## src/rtl/pipeline_stage_reg.sv

```systemverilog
// pipeline_stage_reg: valid/ready inter-stage register with one-entry skid buffer and flush
// Ports: clk/reset (sync, active-high), flush kills held and incoming instructions,
// in_valid/in_ready + decoded input fields upstream, out_valid/out_ready + registered fields downstream.
module pipeline_stage_reg #(
  parameter int OPC_W   = 2,
  parameter int REG_W   = 3,
  parameter int IMM_W   = 3,
  parameter int ADDR_W  = 8,
  parameter int DATA_W  = 8,
  parameter int NOP_OPC = 0
) (
  input  logic                     clk,
  input  logic                     reset,
  input  logic                     flush,
  input  logic                     in_valid,
  output logic                     in_ready,
  input  logic [OPC_W-1:0]         opcode,
  input  logic [REG_W-1:0]         rSrc,
  input  logic [REG_W-1:0]         rDest,
  input  logic [IMM_W-1:0]         immediate_data,
  input  logic [ADDR_W-1:0]        jump_address,
  input  logic signed [DATA_W-1:0] data,
  output logic                     out_valid,
  input  logic                     out_ready,
  output logic [OPC_W-1:0]         opc,
  output logic [REG_W-1:0]         reg_src,
  output logic [REG_W-1:0]         reg_dest,
  output logic [IMM_W-1:0]         im_da,
  output logic [ADDR_W-1:0]        pja,
  output logic signed [DATA_W-1:0] reg_data
);
  localparam int BW = OPC_W + 2*REG_W + IMM_W + ADDR_W + DATA_W;
  logic [BW-1:0] r_main, r_skid, w_in;
  logic r_out_valid, r_skid_valid, w_accept, w_load;
  assign w_in = {opcode, rSrc, rDest, immediate_data, jump_address, data};
  assign {opc, reg_src, reg_dest, im_da, pja, reg_data} = r_main;
  assign out_valid = r_out_valid;
  // in_ready depends only on state, so there is no combinational path from out_ready
  assign in_ready = !r_skid_valid;
  assign w_accept = in_valid & in_ready;
  assign w_load = !r_out_valid | out_ready;
  always_ff @(posedge clk) begin
    if (reset) begin
      r_out_valid  <= 1'b0;
      r_skid_valid <= 1'b0;
      r_main       <= {OPC_W'(NOP_OPC), {(BW-OPC_W){1'b0}}};
    end else if (flush) begin
      r_out_valid             <= 1'b0;
      r_skid_valid            <= 1'b0;
      r_main[BW-1 -: OPC_W]   <= OPC_W'(NOP_OPC);
    end else if (w_load) begin
      // skid holds the older instruction, so it always refills main first
      r_out_valid  <= r_skid_valid | w_accept;
      r_skid_valid <= 1'b0;
      if (r_skid_valid) r_main <= r_skid;
      else if (w_accept) r_main <= w_in;
    end else if (w_accept) begin
      r_skid       <= w_in;
      r_skid_valid <= 1'b1;
    end
  end
endmodule

```

## config.mk

```make
export PLATFORM = sky130hd
export DESIGN_NAME = pipeline_stage_reg
export DESIGN_NICKNAME = d
export VERILOG_FILES = /design/src/rtl/pipeline_stage_reg.sv
export SDC_FILE = /design/constraint.sdc
export NUM_CORES = 1
export LEC_CHECK = 0
export CAP_MARGIN = 20
export CORE_AREA = 2 2 92 94
export CTS_BUF_LIST = sky130_fd_sc_hd__clkbuf_8
export CTS_CLUSTER_SIZE = 8
export DETAILED_ROUTE_END_ITERATION = 8
export DIE_AREA = 0 0 94 96
export PLACE_DENSITY_LB_ADDON = 0.15
export SLEW_MARGIN = 20
export SYNTH_ARGS = -nofsm -noshare
export SYNTH_HDL_FRONTEND = slang
export SYNTH_SLANG_ARGS = --single-unit
```

## constraint.sdc

```tcl
create_clock -name clk -period 6.3 [get_ports clk]
set_input_delay 1.26 -clock clk [delete_from_list [all_inputs] [get_ports clk]]
set_output_delay 1.26 -clock clk [all_outputs]
set_load 0.05 [all_outputs]
```

==> summary.md <==
| Metric | Value |
|---|---|
| Outcome | complete, no violations |
| RSZ-0062 raised after global routing | false |
| Htree depth | 2 |
| Ranking of synthesized cells by area | edfxtp_1, dfxtp_1, mux2_2 |
| Peak VDD IR | 81.89 µV |
| Register bit total from synthesis | 56 |
| Resized cells post-CTS | 0 |
| Fin cells | 352 |
| Vias | 1656 |
| Hold path depth | 2 |
| Syn Inst Count | 192 |
| Min-Delay Path Class | reg -> reg |
| Worst Path Arrival | 3650 ps |
| Placed cell count | 344 |
| YS warnings | 0 |
| Tcrit/Tclk final | 0.5442 |
| Detail Route Antenna Nets | 0 |
| Setup crit start | flush |
| Max Slew Vio Count | 0 |
| DP Wirelength | 3.373 mm |
| FF-to-FF Start | r_skid_valid |
| Critical Path Sink Type | register |
| EDFF count, synth | 27 |
| Fmax | 291.7 MHz |
| Pwr dens | 232.9 nW/µm² |
| Routed wire length per instance | 15.30 µm |
| First-pass iteration count of the detailed router | 4 |
| # fillers | 843 |
| FFs w/ async S/R, synth | 0 |
| IO Pins | 61 |
| FP Rows | 33 |
| Drt via density | 4.705 |
| Setup violators final | 0 |
| Syn Nets | 224 |
| Post-Syn Area per Cell | 12.17 µm² |
| FF-to-FF path depth | 4 |
| Vias in the first global route | 1706 |
| Flop-to-flop setup slack | 3840 ps |
| DR DRC count | 0 |
| Die ar. | 9024 µm² |
| Core ar. | 8051 µm² |
| TritonCTS clock tree | done |
| CP required | 6520 ps |
| ANT cells | 0 |
| Min-Delay Startpoint | r_main[16] |
| Netlist cell types | 21 |
| Die width | 94 µm |
| IO Port Bufs | 60 |
| GRT Util Overall | 0.1244 |
| RR Endpoint | r_main[8] |
| Clock Sinks | 56 |
| Initial antenna violation count | 0 |
| Setup TNS | 0 ps |
| Post-CTS setup buffers | 0 |
| First-pass GRT wire length | 8.666 mm |
| Worst-path fanout max | 27 |
| Final #Nets | 278 |
| Total CTS buffers | 5 |
| Final RePlAce weighted congestion | 0.6547 |
| Post-route minimum period | 3428 ps |
| Seq/Total Area, Yosys | 0.5956 |
| Max_slew headroom | 0.2876 |
| Fin. Hold Viols | 0 |
| Critical path type | in -> reg |
| Initial Util | 0.2901 |
| Worst-Skew Late Latency | 310 ps |
| Max-Cap Viols | 0 |
| Static Leak | 1.002 nW |
| Post-Syn Area | 2336 µm² |
| Post-Route WL | 5.386 mm |
| Clk slew on worst S/H paths | 100 ps |
| Pin count of the biggest net entering global routing | 33 |
| Share of cells above drive strength 1 | 0.1457 |
| Skew final | 6.435 ps |
| Hold_buf cts | 0 |
| Synth top cells by count | dfxtp_1, edfxtp_1, inv_1 |
| Most frequent cell after synthesis | dfxtp_1 |
| DRT iter0 DRCs | 57 |
| Leading area contributor after synthesis | edfxtp_1 |
| Layout area overhead | 32.73% |
| Root buf cell | clkbuf_8 |
| CP Launch Type | input pin |
| Clk buf depth | 2 |
| Die height | 96 µm |
| Slew @ Worst Pin | 1065 ps |
| Synth Flop Type | dfxtp_1 |
| Hold Path Sink | r_main[16] |
| Total grt overflow | 0 |
| Area share of the largest cell type after synthesis | 0.3471 |
==> sequential cells by signal, indices dropped and copies added, names as in the netlist <==
signal and count:
r_skid_valid 1, out_valid 1, r_skid 27, r_main 27
==> layout by cell type (no fill, tap or decap) <==
cell type | Yosys | routed
clkdlybuf4s50_1 | 0 | 60
mux2_1 | 10 | 10
clkbuf_8 | 0 | 5
nor2b_2 | 0 | 1
inv_1 | 27 | 27
dfxtp_2 | 0 | 1
buf_4 | 1 | 5
nor3_1 | 1 | 1
nor4_2 | 0 | 1
nor2_2 | 0 | 1
clkinv_1 | 0 | 1
a21oi_1 | 3 | 3
o21ai_0 | 2 | 2
dfxtp_1 | 29 | 28
nor4_1 | 26 | 25
or2_2 | 1 | 1
edfxtp_1 | 27 | 27
mux2_2 | 15 | 15
a211oi_1 | 21 | 21
clkinv_2 | 0 | 2
or3_1 | 3 | 3
nand2b_1 | 1 | 1
mux2i_1 | 2 | 2
a211oi_2 | 4 | 4
==> per-layer routing <==
layer	up-vias	track usage	wire [µm]
li1	808	-	-
met5	-	0	0
met2	37	0.2012	2527
met3	5	0.03132	210
met1	806	0.1656	2580
met4	0	0.03623	68
==> power by group <==
| part | internal, mW | switching (mW) | total [mW] |
|---|---|---|---|
| Sequential | 0.393 | 0.00723 | 0.401 |
| Clock | 0.0759 | 0.115 | 0.191 |
| Combinational | 0.0536 | 0.0772 | 0.131 |
| Total | 0.523 | 0.199 | 0.722 |
==> cell families after synthesis <==
| family | Yosys count | share of synthesized area |
|---|---|---|
| AND/OR/NAND/NOR | 34 | 0.08945 |
| buffers and inverters | 45 | 0.08623 |
| AO/OA/AOI/OAI | 30 | 0.09962 |
| multiplexers | 27 | 0.1291 |
| flip-flops | 56 | 0.5956 |
==> layout make-up <==
cell class | instances | area, µm² | area share
Clock buffer | 5 | 68.82 | 0.02220
Clock inverter | 3 | 13.76 | 0.004439
Inverter | 27 | 101.3 | 0.03269
Multi-Input combinational cell | 91 | 754.5 | 0.2433
Sequential cell | 56 | 1393 | 0.4492
Tap cell | 105 | 131.4 | 0.04237
Timing Repair Buffer | 65 | 638.1 | 0.2058
==> worst max-delay path by stage <==
stage	end	cells after the start
6_report	r_main[8]	3
5_1_grt	r_main[7]	3
4_1_cts	r_main[8]	3
3_5_place_dp	r_main[6]	3
3_3_place_gp	r_skid[18]	4
2_1_floorplan	r_skid[0]	3
==> worst max-delay path, stage by stage <==
cell and delay, ps:
clkdlybuf4s50_1 970, or3_1 1020, a211oi_1 380
==> stage by stage <==
| stage | utilization | total power [mW] | hold WS, ps | cell area, µm² | setup WS [ps] |
|---|---|---|---|---|---|
| 2_1_floorplan | - | 0.4876 | 647.0 | 2336 | 1435 |
| 3_3_place_gp | 0.3748 | 0.5408 | 443.6 | 3018 | 2566 |
| 3_5_place_dp | 0.3748 | 0.5410 | 448.4 | 3018 | 2558 |
| 4_1_cts | 0.3851 | 0.7323 | 464.9 | 3100 | 2877 |
| 5_1_grt | 0.3851 | 0.7540 | 472.9 | 3100 | 2697 |
| 6_report | 0.3851 | 0.7219 | 460.1 | 3100 | 2872 |
Power figures use the tool's default switching activity.
